--- src/rtl/spi_flash_seq.sv ---
// Operation sequencer for the SPI flash command engine: expands a host request into the
// WREN / main command / RDSR-polling chain and reports completion, status and read data.
module spi_flash_seq #(
  parameter int POLL_GAP = 16,
  parameter int POLL_MAX = 1000
) (
  input  logic        sys_clk,
  input  logic        rst,
  input  logic [1:0]  op,
  input  logic        op_valid,
  output logic        op_ready,
  input  logic [23:0] op_addr,
  input  logic [7:0]  op_len,
  output logic        op_done,
  output logic        op_err,
  output logic [7:0]  status,
  output logic [7:0]  rd_data,
  output logic        rd_valid,
  output logic        wr_data_req,
  input  logic [7:0]  wr_data,
  output logic [7:0]  cmd,
  output logic        cmd_valid,
  output logic [23:0] cmd_addr,
  output logic [7:0]  cmd_size,
  input  logic        ack_cmd,
  input  logic        eng_data_req,
  output logic [7:0]  eng_data_in,
  input  logic [7:0]  eng_data_out,
  input  logic        eng_data_valid
);

  localparam int GW = (POLL_GAP > 1) ? $clog2(POLL_GAP) : 1;
  localparam int PW = $clog2(POLL_MAX + 1);
  localparam logic [GW-1:0] GAP_LAST  = GW'(POLL_GAP - 1);
  localparam logic [PW-1:0] POLL_LAST = PW'(POLL_MAX);

  localparam logic [1:0] OP_READ = 2'd0;
  localparam logic [1:0] OP_PP   = 2'd1;
  localparam logic [1:0] OP_SE   = 2'd2;

  localparam logic [7:0] C_WREN = 8'h06;
  localparam logic [7:0] C_RDSR = 8'h05;
  localparam logic [7:0] C_READ = 8'h03;
  localparam logic [7:0] C_PP   = 8'h02;
  localparam logic [7:0] C_SE   = 8'hD8;
  localparam logic [7:0] C_BE   = 8'hC7;

  typedef enum logic [3:0] {
    S_IDLE, S_ISSUE_WREN, S_WAIT_WREN, S_ISSUE_OP, S_WAIT_OP,
    S_GAP, S_ISSUE_POLL, S_WAIT_POLL, S_DONE
  } state_t;

  state_t        state;
  logic [1:0]    op_q;
  logic [23:0]   addr_q;
  logic [7:0]    len_q;
  logic [GW-1:0] gap_cnt;
  logic [PW-1:0] poll_cnt;
  logic [7:0]    poll_byte;

  function automatic logic op_reject(input logic [1:0] o, input logic [23:0] a,
                                     input logic [7:0] l);
    logic [8:0] end_pos;
    end_pos = {1'b0, a[7:0]} + {1'b0, l};
    if ((o == OP_READ || o == OP_PP) && l == 8'd0) return 1'b1;
    if (o == OP_PP && end_pos > 9'd256) return 1'b1;
    return 1'b0;
  endfunction

  function automatic logic [7:0] main_opcode(input logic [1:0] o);
    case (o)
      OP_READ: return C_READ;
      OP_PP:   return C_PP;
      OP_SE:   return C_SE;
      default: return C_BE;
    endcase
  endfunction

  // The byte arriving with the poll ack must win over the previously captured status.
  assign poll_byte   = eng_data_valid ? eng_data_out : status;
  assign wr_data_req = eng_data_req;
  assign eng_data_in = wr_data;

  always_ff @(posedge sys_clk) begin
    if (rst) begin
      state     <= S_IDLE;
      op_ready  <= 1'b1;
      op_done   <= 1'b0;
      op_err    <= 1'b0;
      status    <= 8'h00;
      rd_valid  <= 1'b0;
      rd_data   <= 8'h00;
      cmd_valid <= 1'b0;
      cmd       <= 8'h00;
      cmd_addr  <= 24'h0;
      cmd_size  <= 8'h00;
      gap_cnt   <= '0;
      poll_cnt  <= '0;
      op_q      <= 2'd0;
      addr_q    <= 24'h0;
      len_q     <= 8'h00;
    end else begin
      cmd_valid <= 1'b0;
      op_done   <= 1'b0;
      op_err    <= 1'b0;
      rd_valid  <= 1'b0;
      case (state)
        S_IDLE: begin
          if (op_valid) begin
            op_q     <= op;
            addr_q   <= op_addr;
            len_q    <= op_len;
            op_ready <= 1'b0;
            if (op_reject(op, op_addr, op_len)) begin
              state   <= S_DONE;
              op_done <= 1'b1;
              op_err  <= 1'b1;
            end else if (op == OP_READ) begin
              state     <= S_ISSUE_OP;
              cmd_valid <= 1'b1;
              cmd       <= C_READ;
              cmd_addr  <= op_addr;
              cmd_size  <= op_len;
            end else begin
              state     <= S_ISSUE_WREN;
              cmd_valid <= 1'b1;
              cmd       <= C_WREN;
              cmd_addr  <= 24'h0;
              cmd_size  <= 8'h00;
            end
          end
        end
        S_ISSUE_WREN: state <= S_WAIT_WREN;
        S_WAIT_WREN: begin
          if (ack_cmd) begin
            state     <= S_ISSUE_OP;
            cmd_valid <= 1'b1;
            cmd       <= main_opcode(op_q);
            cmd_addr  <= (op_q == OP_READ || op_q == OP_PP || op_q == OP_SE) ? addr_q : 24'h0;
            cmd_size  <= (op_q == OP_READ || op_q == OP_PP) ? len_q : 8'h00;
          end
        end
        S_ISSUE_OP: state <= S_WAIT_OP;
        S_WAIT_OP: begin
          if (eng_data_valid && op_q == OP_READ) begin
            rd_valid <= 1'b1;
            rd_data  <= eng_data_out;
          end
          if (ack_cmd) begin
            if (op_q == OP_READ) begin
              state   <= S_DONE;
              op_done <= 1'b1;
            end else begin
              state    <= S_GAP;
              gap_cnt  <= '0;
              poll_cnt <= '0;
            end
          end
        end
        S_GAP: begin
          if (gap_cnt == GAP_LAST) begin
            state     <= S_ISSUE_POLL;
            gap_cnt   <= '0;
            cmd_valid <= 1'b1;
            cmd       <= C_RDSR;
            cmd_addr  <= 24'h0;
            cmd_size  <= 8'd1;
          end else begin
            gap_cnt <= gap_cnt + 1'b1;
          end
        end
        S_ISSUE_POLL: state <= S_WAIT_POLL;
        S_WAIT_POLL: begin
          if (eng_data_valid) status <= eng_data_out;
          if (ack_cmd) begin
            poll_cnt <= poll_cnt + 1'b1;
            if (!poll_byte[0]) begin
              state   <= S_DONE;
              op_done <= 1'b1;
            end else if (PW'(poll_cnt + 1'b1) == POLL_LAST) begin
              state   <= S_DONE;
              op_done <= 1'b1;
              op_err  <= 1'b1;
            end else begin
              state <= S_GAP;
            end
          end
        end
        S_DONE: begin
          state    <= S_IDLE;
          op_ready <= 1'b1;
        end
        default: begin
          state    <= S_IDLE;
          op_ready <= 1'b1;
        end
      endcase
    end
  end

endmodule

--- config.mk ---
export PLATFORM = sky130hd
export DESIGN_NAME = spi_flash_seq
export DESIGN_NICKNAME = d
export VERILOG_FILES = /design/src/rtl/spi_flash_seq.sv
export SDC_FILE = /design/constraint.sdc
export NUM_CORES = 1
export LEC_CHECK = 0
export ABC_AREA = 1
export CORE_ASPECT_RATIO = 0.7
export CORE_MARGIN = 3
export CORE_UTILIZATION = 30
export DETAILED_ROUTE_END_ITERATION = 10
export PLACE_DENSITY = 0.56
export SLEW_MARGIN = 20
export SYNTH_ARGS = -nofsm -noshare
export SYNTH_HDL_FRONTEND = slang
export SYNTH_SLANG_ARGS = --single-unit
export TNS_END_PERCENT = 20
--- constraint.sdc ---
create_clock -name sys_clk -period 6.3 [get_ports sys_clk]
set_input_delay 1.26 -clock sys_clk [delete_from_list [all_inputs] [get_ports sys_clk]]
set_output_delay 1.26 -clock sys_clk [all_outputs]
set_load 0.02 [all_outputs]
# After elaboration in Yosys (flattened, before gate mapping)
# Index checks and enable logic that the tools add are counted.
[totals]
out_inout_bits = 70
reg_bits = 113
input_bits = 56
[op_classes]
n_eq_ne = 19
n_reduce_logical = 23
n_lt_le_gt_ge = 1
n_bitwise = 2
muxes = 76
add_sub_neg = 3
[op_table]
columns = ["op", "n"]
rows = [
  ["$mux 24", 6],
  ["$mux 8", 10],
  ["$pmux 24 s3", 1],
  ["$pmux 8 s3", 3],
  ["$mux 4", 12],
  ["$mux 1", 32],
  ["$pmux 4 s8", 1],
  ["$mux 10", 3],
  ["$pmux 10 s2", 1],
  ["$eq 4x3->1 const B", 4],
  ["$ne 2x2->1 const B", 7],
  ["$add 10x1->10 const B", 1],
  ["$eq 10x10->1 const B", 1],
  ["$reduce_and 5->1", 2],
  ["$add 8x8->9", 1],
  ["$gt 9x9->1 const B", 1],
  ["$eq 4x2->1 const B", 2],
  ["$logic_not 8->1", 1],
  ["$pmux 4 s2", 1],
  ["$reduce_and 2->1", 4],
  ["$reduce_or 7->1", 1],
  ["$pmux 1 s3", 2],
  ["$add 4x1->4 const B", 1],
  ["$eq 2x1->1 const B", 2],
  ["16 further kinds", 24],
]

# Logic depth before layout (Yosys ltp)
# Gate-level depths: netlist of run 1.
[logic_depth]
word_depth = 19
mapped_depth = 19
mapped_depth_nobuf = 17

# Least setup slack after synthesis of run 1
# No wires, ideal clock.
[synth_timing]
kind = "input-to-reg"
start = "input port op_addr[0]"
end = "register cmd_size[0]"
setup_slack_ps = 3043
arrival_time_ps = 3144
path_stages = 17
required_time_ps = 6187
setup_ps = 113
n_path_buf = 2
path_cell_list = "ha_1 -> fa_1 -> or2_2 -> nor2_1 -> nand2_1 -> nor2_1 -> nand2_1 -> nor2_1 -> nand2_1 -> nand2_2 -> nand3_2 -> nand2_2 -> buf_6 -> buf_8 -> nand2_1 -> nand2_1 -> nor2_1"
[synth_between]
elab_chain_cells = 15
word_cells_on_any_way = 16
cone_classes = "add/sub (1); order compare (1); eq/ne (1); mux (11); reduce/logical (2)"
[synth_rtl]
columns = ["item", "line", "rtl"]
rows = [
  ["start, declared", "12", "input logic [23:0] op_addr,"],
  ["$add 8x8->9 *", "64", "end_pos = {1'b0, a[7:0]} + {1'b0, l};"],
  ["$gt 9x9->1 *", "66", "if (o == OP_PP && end_pos > 9'd256) return 1'b1;"],
  ["$logic_and 1x1->1 *", "66", ""],
  ["$mux 1 (2 in a row)", "66", ""],
  ["$mux 1", "109", "if (op_valid) begin"],
  ["$mux 1", "107", "case (state)"],
  ["$mux 1", "85", "if (rst) begin"],
  ["$mux 1 *", "67", "return 1'b0;"],
  ["$mux 1 *", "66", ""],
  ["$mux 1 *", "109", ""],
  ["$mux 1 *", "107", ""],
  ["$mux 1 *", "85", ""],
  ["$ne 2x2->1 (no line) *", "-", ""],
  ["$reduce_and 5->1 (no line) *", "-", ""],
  ["end signal, assigned", "123", "cmd_size <= op_len;"],
  ["end signal, assigned", "140", "cmd_size <= (op_q == OP_READ || op_q == OP_PP) ? len_q : 8'h00;"],
  ["end, declared", "24", "output logic [7:0] cmd_size,"],
]
# Every way passes the cells marked *; elsewhere a longest branch is shown, timed or not. The select of a mux whose other input is x is not followed.
# A chain may end at the register's enable or synchronous reset.

# Worst setup path after layout of run 1
[layout_timing]
start = "input port op_addr[0]"
end = "register cmd_size[4]"
# The elaborated chain is that of the path after synthesis.

==> results of run 1 <==
==> worst min-delay path, stage by stage (launching register included) <==
cell and delay, ps:
dfxtp_1 300, inv_1 60, a21oi_1 60
==> cell families after synthesis <==
group,synth area share [%]
xor gates and xnor gates,0.158
DFF,39.7
adders and majority gates,3.75
buffers and inverters,9.51
other,0.0677
muxes,0.181
and+or+nand+nor,31.8
AOI/OAI and AO/OA,14.8
==> per-stage QoR <==
stage	hold slack [ps]	utilization, %	instances	worst slack, ps	cell area [µm²]
3_5_place_dp	445	37.8	1092	2110	6650
6_report	455	39.5	1108	2460	6960
4_1_cts	457	39.5	1108	2480	6960
3_3_place_gp	444	37.8	1092	2150	6650
5_1_grt	482	39.5	1108	2190	6960
2_1_floorplan	429	-	801	3040	5540
==> cells in the final DEF, fill, tap and decap left out, types with 3 or more instances in the layout <==
master / instances
a21oi_1: 75
buf_4: 7
clkbuf_16: 9
clkdlybuf4s50_1: 105
dfxtp_1: 110
ha_1: 15
inv_1: 54
inv_2: 7
nand2_1: 170
nand3_1: 99
nand4_1: 6
nor2_1: 105
nor2_2: 6
nor3_1: 4
o21ai_0: 49
o21ai_1: 5
o31ai_1: 10
or2_2: 3
==> power by group through the flow <==
stage	clock network [mW]	registers [mW]	logic (mW)
2_1_floorplan	0	1.06	0.568
3_3_place_gp	0	0.971	1.05
3_5_place_dp	0	0.967	1.05
4_1_cts	0.607	0.954	1.05
5_1_grt	0.628	0.972	1.16
6_report	0.590	0.954	1.05
==> how the worst max path moves through the flow <==
| stage | start | endpoint | slack, ps |
|---|---|---|---|
| floorplan | op_addr[0] | cmd_size[0]$_SDFFE_PP0P_ | 3040 |
| global placement | op_addr[0] | cmd[0]$_SDFFE_PP0P_ | 2150 |
| detailed placement | op_addr[0] | cmd[0]$_SDFFE_PP0P_ | 2110 |
| CTS | op_addr[0] | cmd_addr[0]$_SDFFE_PP0P_ | 2480 |
| global route | op_len[0] | cmd_addr[6]$_SDFFE_PP0P_ | 2190 |
| finish | op_addr[0] | cmd_size[4]$_SDFFE_PP0P_ | 2460 |
==> per-layer routing <==
metal	wire [µm]	track usage, %	up-vias	part of all wire (%)
met5	0	0	-	0
met2	6760	23.7	100	41
met3	671	3.13	10	4.1
met1	8970	24.9	2446	54
met4	153	3.63	0	0.92
li1	-	-	2766	-
==> flip-flops by register name (all words and copies together) (netlist names) <==
name       count
op_done        1
op_ready       1
status         8
op_err         1
gap_cnt        4
op_q           2
addr_q        24
cmd_valid      1
rd_data        8
cmd_addr      24
cmd_size       8
poll_cnt      10
state          4
cmd            5
rd_valid       1
len_q          8
==> layout make-up <==
cell class,count,area share [%]
inverter,62,3.38
sequential,110,31.6
clock inverter,7,1.24
tap,231,4.15
multi-input combinational,576,40.4
timing repair buffer,113,15.9
clock buffer,9,3.23
==> out/summary.log, run 1 <==
INFO  floorplanning  die_area=20,200µm²
INFO  sta            final.setup_skew=15.9ps
INFO  critical_path  timing.critical_path.fanout_max=39
INFO  global_route   grt_usage=16.4%
INFO  floorplanning  coreArea=17,600µm²
INFO  synth          synth.top_cells.by_area=dfxtp_1 (40%), nand2_1 (12%), nand3_1 (8.9%)
INFO  sta            setup_violations=0
INFO  clock_tree     clk_transition_reported_paths=80ps
INFO  pwr            cell_internal_pwr=1.52mW
INFO  clock_tree     tritoncts_clock_tree=done
INFO  global_route   antenna_found_initial=0
INFO  synth          asyncSetResetFlopFracSynth=0%
INFO  floorplanning  die-width=168µm
INFO  route          number_of_nets_with_antenna_violations_after_routing=0
INFO  floorplanning  die-height=120µm
INFO  layout         fraction_of_final_layout_cells_with_drive_strength_greater_than_1=5.82%
INFO  pwr            share_seq_of_total_power=36.8%
INFO  synth          synth_cell_type_count=44
INFO  status         status=completed
INFO  pwr            static-leakage-power=2.82nW
INFO  clock_tree     cts_hold_buf=0
INFO  synth          yosys_register_bits=110
INFO  critical_path  buffers_inverters_on_critical_path=2
INFO  floorplanning  boundary_pins=126
INFO  clock_tree     post_cts_resize_count=0
INFO  layout         areaGrowthSynthToFinish=25.7%
INFO  placement      finalWeightedCongestion=0.835
INFO  synth          synth_flop_cell=dfxtp_1
INFO  clock_tree     cts.root.buffer_cell=clkbuf_16
INFO  synth          seq_area_frac_synth=39.7%
INFO  sta            final_period_minus_worst_setup_slack=3840ps
INFO  layout         finish.net_count=944
INFO  pwr            vdd_ir_drop_max=166µV
INFO  global_route   first_pass_grt_wire_length=26,900µm
INFO  route          dr_total_vias=5,322
INFO  clock_tree     cts-root-to-sink-buffers=2
INFO  sta            final.setup.tns=0ps
INFO  pwr            power_switching=1.07mW
INFO  route          drt-vias-per-instance=4.80
INFO  sta            slew-limit-headroom=42.2%
INFO  route          detail_route.wirelength=16,600µm
INFO  clock_tree     cts_max_level=3
INFO  sta            grt_setup_unrepaired=false
INFO  pwr            finalPower=2.59mW
INFO  sta            drv_slew=0
INFO  pwr            power_per_cell_area=372nW/µm²
INFO  clock_tree     cts_inserted_buffers=9
INFO  layout         num_antenna_cells=0
INFO  critical_path  critical_path_capture_point_type=flop
INFO  clock_tree     postCtsSetupRepairBufs=0
INFO  clock_tree     insertion_delay=360ps
INFO  route          drt_pre_antenna_iters=5
INFO  critical_path  cpPeakStageDelay=570ps
INFO  global_route   first_global_vias=5,046
INFO  synth          synth_nets=873
INFO  global_route   grt_max_degree=55
INFO  floorplanning  floorplan.initialDensity=31.4%
INFO  synth          mapped_cells=801
INFO  hold_path      min-delay-start=addr_q[22]$_SDFFE_PP0P_
INFO  sta            layout_worst_path_cycle_share=60.9%
INFO  synth          synth.largest_area_cell=dfxtp_1
INFO  floorplanning  row_count=40
INFO  route          drc=0
INFO  run            drv_cap=0
INFO  critical_path  r2r_start=state[0]$_SDFFE_PP0P_
INFO  clock_tree     tritoncts_num_sinks=110
INFO  critical_path  path_cells=clkdlybuf4s50_1 -> ha_1 -> fa_1 -> or2_2 -> nor2_1 -> nand2_1 -> nor2_1 -> nand2_1 -> nor2_1 -> nand2_1 -> nand2_2 -> nand3_2 -> nand2_2 -> buf_4 -> o21ai_0 -> nor2_1
INFO  sta            final-hold-violation-count=0
INFO  sta            tightest_slew=866ps
INFO  critical_path  regToRegEndpoint=cmd_size[1]$_SDFFE_PP0P_
INFO  hold_path      hold_class=reg2reg
INFO  sta            fmaxAchievable=261MHz
INFO  critical_path  reg2reg_slack=3540ps
INFO  critical_path  r2r.worst_path.cells=11
INFO  synth          post-synth-top-count-cell=nand2_1
INFO  global_route   grt-ovfl-total=0
INFO  placement      numPortBuffers=106
INFO  layout         fill_cells=1,894
INFO  critical_path  cp.arrival=4130ps
INFO  route          detail_route.iter0.violations=308
INFO  synth          synth.avg_cell_area=6.92µm²
INFO  layout         final-seq-area=2200µm²
INFO  hold_path      holdPathStages=2
INFO  layout         area_of_the_multi_input_gates=2820µm²
INFO  critical_path  timing.critical_path.depth=16
INFO  pwr            power.combinational.fraction=40.4%
INFO  synth          synth_enable_flop_cells=0
INFO  hold_path      worstHoldEndpoint=addr_q[22]$_SDFFE_PP0P_
INFO  synth          yosys_warnings=0
INFO  critical_path  cp_data_required_time=6590ps
INFO  critical_path  critPathKind=in2reg
INFO  critical_path  startpoint_type=input port
INFO  critical_path  cp_common_cell=nor2_1
INFO  synth          syn_area=5540µm²
INFO  critical_path  worst_path_max_delay_cell=clkdlybuf4s50_1
INFO  synth          top_area_cell_type_share_of_the_netlist_area=39.7%
INFO  critical_path  crit_family=simple AND/OR/NAND/NOR gates
INFO  synth          yosys-top-cells-count=nand2_1 (170), dfxtp_1 (110), nor2_1 (107)
INFO  pwr            switching_share=41.2%
INFO  pwr            power_frac_clock=22.8%
INFO  route          post_drt_wl_per_cell=14.9µm
INFO  placement      detailed_place_hpwl=11,300µm
Power figures use the tool's default switching activity.
==> inputs of run 2 (changes only) <==
==> constraint.sdc (replaced) <==
create_clock -name sys_clk -period 3.85 [get_ports sys_clk]
set_input_delay 0.77 -clock sys_clk [delete_from_list [all_inputs] [get_ports sys_clk]]
set_output_delay 0.77 -clock sys_clk [all_outputs]
set_load 0.02 [all_outputs]
==> out/summary.log, run 2 (same netlist as run 1, synthesis figures left out) <==
INFO  status         status=completed
INFO  sta            hold_ws=454ps
INFO  global_route   grt-ovfl-total=0
INFO  layout         fraction_of_final_layout_cells_with_drive_strength_greater_than_1=6.34%
INFO  clock_tree     cts_inserted_buffers=9
INFO  layout         final_cell_count_no_fill=1,114
INFO  clock_tree     cts-root-to-sink-buffers=2
INFO  layout         num_antenna_cells=0
INFO  floorplanning  row_count=40
INFO  clock_tree     tritoncts_clock_tree=done
INFO  sta            setup_violations=0
INFO  route          detail_route.iter0.violations=258
INFO  global_route   first_global_vias=4,987
INFO  clock_tree     postCtsSetupRepairBufs=0
INFO  sta            final_period_minus_worst_setup_slack=3270ps
INFO  floorplanning  die_area=20,200µm²
INFO  critical_path  startpoint_type=input port
INFO  sta            final-hold-violation-count=0
INFO  sta            tightest_slew=937ps
INFO  pwr            static-leakage-power=2.85nW
INFO  clock_tree     tritoncts_num_sinks=110
INFO  placement      numPortBuffers=106
INFO  sta            final.setup_skew=14.1ps
INFO  critical_path  timing.critical_path.fanout_max=27
INFO  pwr            power_per_cell_area=609nW/µm²
INFO  clock_tree     cts_hold_buf=0
INFO  layout         finish.net_count=950
INFO  floorplanning  boundary_pins=126
INFO  clock_tree     clk_transition_reported_paths=80ps
INFO  hold_path      hold_class=reg2reg
INFO  clock_tree     cts_max_level=3
INFO  layout         biggestRegsByFlops=addr_q: 24 flops, cmd_addr: 24 flops, poll_cnt: 10 flops
INFO  sta            grt_setup_unrepaired=false
INFO  global_route   grt_usage=16.5%
INFO  critical_path  cp_data_required_time=4150ps
INFO  clock_tree     insertion_delay=360ps
INFO  global_route   first_pass_grt_wire_length=26,900µm
INFO  floorplanning  die-width=168µm
INFO  critical_path  critPathKind=in2reg
INFO  sta            fmaxAchievable=306MHz
INFO  placement      detailed_place_hpwl=11,500µm
INFO  route          drt-vias-per-instance=4.84
INFO  critical_path  cp.arrival=3570ps
INFO  route          post_drt_wl_per_cell=14.8µm
INFO  clock_tree     cts.root.buffer_cell=clkbuf_16
INFO  run            drv_cap=0
INFO  sta            final.setup.tns=0ps
INFO  global_route   antenna_found_initial=0
INFO  floorplanning  floorplan.initialDensity=31.4%
INFO  layout         most-common-layout-cells=nand2_1 (170), dfxtp_1 (110), nor2_1 (105), clkdlybuf4s50_1 (105), nand3_1 (99)
INFO  sta            slew-limit-headroom=37.4%
INFO  layout         fin_util=39.8%
INFO  floorplanning  coreArea=17,600µm²
INFO  sta            drv_slew=0
INFO  global_route   grt_max_degree=54
INFO  placement      place.detailed.instances=1,098
INFO  route          drt_pre_antenna_iters=5
INFO  sta            layout_worst_path_cycle_share=85.0%
INFO  layout         most_common_library_cell_in_the_layout_ignoring_fill_and_taps=nand2_1
INFO  route          drc=0
INFO  route          number_of_nets_with_antenna_violations_after_routing=0
INFO  critical_path  critical_path_capture_point_type=flop
INFO  pwr            vdd_ir_drop_max=328µV
INFO  route          detail_route.wirelength=16,500µm
INFO  floorplanning  die-height=120µm
INFO  layout         areaGrowthSynthToFinish=26.4%
INFO  route          dr_total_vias=5,390
INFO  clock_tree     post_cts_resize_count=0
INFO  placement      finalWeightedCongestion=0.820
-- run 2: cell types whose count changed in the layout (fill, tap and decap cells not counted), sizes merged --
cell,previous run,this run
buf,8,14
inv,65,64
bufinv,0,1
clkinv,4,3
clkbuf,9,10
-- run 2: layout make-up --
| type | instances | area (µm²) |
|---|---|---|
| multi-input cells | 576 | 2820 |
| inverters | 62 | 235 |
| clock inverters | 6 | 80.1 |
| flip-flops and latches | 110 | 2200 |
| clock buffers | 10 | 229 |
| well taps | 231 | 289 |
| repair buffers | 119 | 1150 |
| fillers | 1853 | 10600 |
-- run 2: path summary, 6_finish.rpt --
kind / start / to / slack [ps] / cells after the start
hold reg to reg: addr_q[23]$_SDFFE_PP0P_ / addr_q[23]$_SDFFE_PP0P_ / 450 / 2
setup reg to reg: state[3]$_SDFFE_PP0P_ / cmd_addr[11]$_SDFFE_PP0P_ / 1380 / 10
hold / removal: addr_q[23]$_SDFFE_PP0P_ / addr_q[23]$_SDFFE_PP0P_ / 450 / 2
setup / recovery: op_len[0] / cmd_addr[0]$_SDFFE_PP0P_ / 580 / 16
-- run 2: metal layers --
metal / wire length [µm] / vias up / GRT usage [%]
met5: 0 / - / 0
met4: 138 / 0 / 3.73
met3: 983 / 7 / 4.12
met2: 6570 / 142 / 23.2
met1: 8780 / 2463 / 25.1
li1: - / 2778 / -
-- run 2: worst max-delay path, cell delays in order --
cell,delay (ps)
clkdlybuf4s50_1,580
ha_1,250
fa_1,430
or2_2,280
nor2_1,100
nand2_1,60
nor2_1,90
nand2_1,50
nor2_1,80
nand2_1,70
nand2_2,90
nand3_2,70
nand2_2,100
buf_4,310
o21ai_0,140
nor2_1,90
-- run 2: power by group --
group	leakage (nW)	switching [mW]	total, mW	internal (mW)
combinational	1.79	1.08	1.72	0.642
clock	0.152	0.464	0.982	0.519
sequential	0.900	0.158	1.56	1.40
-- run 2: metrics by stage --
step	setup slack (ps)	instance area (µm²)	power, mW
3_5_place_dp	240	6700	3.31
6_report	579	7010	4.26
2_1_floorplan	1080	5540	2.67
5_1_grt	288	7010	4.56
4_1_cts	604	7010	4.31
3_3_place_gp	253	6700	3.31
==> inputs of run 3 (changes only) <==
==> constraint.sdc (replaced) <==
create_clock -name sys_clk -period 3.41 [get_ports sys_clk]
set_input_delay 0.682 -clock sys_clk [delete_from_list [all_inputs] [get_ports sys_clk]]
set_output_delay 0.682 -clock sys_clk [all_outputs]
set_load 0.02 [all_outputs]
==> out/summary.log, run 3 (same netlist as run 1, synthesis figures left out) <==
INFO  status         status=completed
INFO  route          drt_pre_antenna_iters=4
INFO  placement      numPortBuffers=106
INFO  layout         finish.net_count=958
INFO  route          detail_route.iter0.violations=358
INFO  sta            fmaxAchievable=330MHz
INFO  global_route   antenna_found_initial=1
INFO  sta            drv_slew=0
INFO  critical_path  regToRegEndpoint=cmd_size[0]$_SDFFE_PP0P_
INFO  clock_tree     post_cts_resize_count=0
INFO  floorplanning  floorplan.initialDensity=31.4%
INFO  critical_path  worstSetupStartpoint=op_len[0]
INFO  global_route   grt-ovfl-total=0
INFO  pwr            power_frac_clock=24.9%
INFO  clock_tree     tritoncts_num_sinks=110
INFO  route          number_of_nets_with_antenna_violations_after_routing=0
INFO  layout         layout.cell_area.non_filler=7110µm²
INFO  sta            final.setup.tns=0ps
INFO  critical_path  reg2reg_slack=1260ps
INFO  critical_path  startpoint_type=input port
INFO  route          detail_route.wirelength=17,000µm
INFO  clock_tree     tritoncts_clock_tree=done
INFO  run            drv_cap=0
INFO  sta            setup_violations=0
INFO  clock_tree     insertion_delay=360ps
INFO  pwr            cell_internal_pwr=3.06mW
INFO  hold_path      hold_class=reg2reg
INFO  critical_path  timing.critical_path.fanout_max=16
INFO  clock_tree     cts_hold_buf=0
INFO  layout         num_antenna_cells=0
INFO  route          dr_total_vias=5,407
INFO  critical_path  path_cells=clkdlybuf4s50_1 -> ha_1 -> fa_1 -> or2_2 -> nor2_1 -> nand2_1 -> nor2_1 -> nand2_1 -> nor2_1 -> nand2_1 -> nand2_2 -> nand3_2 -> nand2_2 -> inv_2 -> buf_4 -> nor2_1 -> nor2_1
INFO  critical_path  critical_path_capture_point_type=flop
INFO  critical_path  cp.arrival=3290ps
INFO  clock_tree     postCtsSetupRepairBufs=0
INFO  floorplanning  die_area=20,200µm²
INFO  pwr            vdd_ir_drop_max=402µV
INFO  clock_tree     clk_transition_reported_paths=80ps
INFO  sta            layout_worst_path_cycle_share=88.9%
INFO  global_route   first_global_vias=5,070
INFO  sta            slew-limit-headroom=45.3%
INFO  floorplanning  boundary_pins=126
INFO  placement      finalWeightedCongestion=0.869
INFO  pwr            power_per_cell_area=702nW/µm²
INFO  sta            timing.final.ws_setup=377ps
INFO  placement      detailed_place_hpwl=12,100µm
INFO  critical_path  r2r_start=state[3]$_SDFFE_PP0P_
INFO  pwr            share_seq_of_total_power=35.3%
INFO  critical_path  cp_data_required_time=3670ps
INFO  sta            tightest_slew=819ps
INFO  clock_tree     cts.root.buffer_cell=clkbuf_16
INFO  critical_path  r2r.worst_path.cells=8
INFO  clock_tree     cts_inserted_buffers=9
INFO  floorplanning  die-height=120µm
INFO  placement      pre_cts_ws=48.6ps
INFO  pwr            static-leakage-power=2.91nW
INFO  clock_tree     cts_max_level=3
INFO  route          drc=0
INFO  placement      postPlaceCellArea=6770µm²
INFO  layout         most-common-layout-cells=nand2_1 (170), dfxtp_1 (110), nor2_1 (105), clkdlybuf4s50_1 (105), nand3_1 (99)
INFO  pwr            power_switching=1.93mW
INFO  critical_path  critPathCapture=cmd_size[2]$_SDFFE_PP0P_
INFO  global_route   grt_usage=16.9%
INFO  floorplanning  row_count=40
INFO  layout         most_common_library_cell_in_the_layout_ignoring_fill_and_taps=nand2_1
INFO  global_route   first_pass_grt_wire_length=27,500µm
INFO  critical_path  worst_path_max_delay_cell=clkdlybuf4s50_1
INFO  clock_tree     cts-root-to-sink-buffers=2
INFO  route          post_drt_wl_per_cell=15.2µm
INFO  layout         fraction_of_final_layout_cells_with_drive_strength_greater_than_1=7.19%
INFO  route          drt-vias-per-instance=4.82
INFO  floorplanning  coreArea=17,600µm²
INFO  sta            final-hold-violation-count=0
INFO  sta            final.setup_skew=13.6ps
INFO  layout         biggestRegsByFlops=addr_q: 24 flops, cmd_addr: 24 flops, poll_cnt: 10 flops
INFO  critical_path  critPathKind=in2reg
INFO  critical_path  cpPeakStageDelay=560ps
INFO  layout         areaGrowthSynthToFinish=28.4%
INFO  sta            final_period_minus_worst_setup_slack=3030ps
INFO  global_route   grt_max_degree=54
INFO  sta            grt_setup_unrepaired=false
INFO  floorplanning  die-width=168µm
INFO  pwr            power.combinational.fraction=39.8%
INFO  pwr            switching_share=38.7%
INFO  critical_path  cp_common_cell=nor2_1
-- run 3: changes by cell type in the layout (fill, tap and decap cells not counted), sizes merged --
cell / delta
buf: +8
bufinv: +2
clkbuf: -1
clkinv: -2
-- run 3: cell type report --
| cell class | count | area [µm²] |
|---|---|---|
| clock inverter | 6 | 118 |
| fill | 1865 | 10500 |
| timing repair buffer | 127 | 1230 |
| tap | 231 | 289 |
| inverter | 62 | 235 |
| multi-input combinational | 576 | 2820 |
| clock buffer | 9 | 225 |
| sequential | 110 | 2200 |
-- run 3: worst min-delay path by stage --
stage,startpoint,endpoint,cells after the start
after floorplan,addr_q[21]$_SDFFE_PP0P_,addr_q[21]$_SDFFE_PP0P_,2
after global placement,len_q[7]$_SDFFE_PP0P_,len_q[7]$_SDFFE_PP0P_,2
after detailed placement,len_q[5]$_SDFFE_PP0P_,len_q[5]$_SDFFE_PP0P_,2
after CTS,len_q[5]$_SDFFE_PP0P_,len_q[5]$_SDFFE_PP0P_,2
after global routing,len_q[3]$_SDFFE_PP0P_,len_q[3]$_SDFFE_PP0P_,2
final,len_q[5]$_SDFFE_PP0P_,len_q[5]$_SDFFE_PP0P_,2
-- run 3: routing by layer --
layer / track usage (%) / share of wire (%) / vias to the layer above
met4: 3.17 / 0.79 / 2
li1: - / - / 2786
met5: 0 / 0.076 / -
met1: 26.4 / 54 / 2470
met3: 5.27 / 6.1 / 10
met2: 22.6 / 39 / 139
-- run 3: stage by stage --
stage	power [mW]	std cells	hold slack (ps)	util (%)
detailed placement	3.78	1106	443	38.4
finish	5.00	1121	453	40.4
CTS	5.04	1121	454	40.4
floorplan	3.01	801	429	-
global placement	3.78	1106	442	38.4
global route	5.32	1121	479	40.4
-- run 3: worst max-delay path, delay by kind of cell --
family        cells  cell delay (ps)
fa+ha+maj         2              620
buf+inv           3              830
simple gates     12             1150
-- run 3: power groups by stage --
| stage | sequential [mW] | combinational (mW) | clock, mW |
|---|---|---|---|
| detailed placement | 1.79 | 1.99 | 0 |
| global route | 1.80 | 2.19 | 1.33 |
| floorplan | 1.96 | 1.05 | 0 |
| global placement | 1.80 | 1.98 | 0 |
| finish | 1.77 | 1.99 | 1.24 |
| CTS | 1.77 | 2.00 | 1.28 |
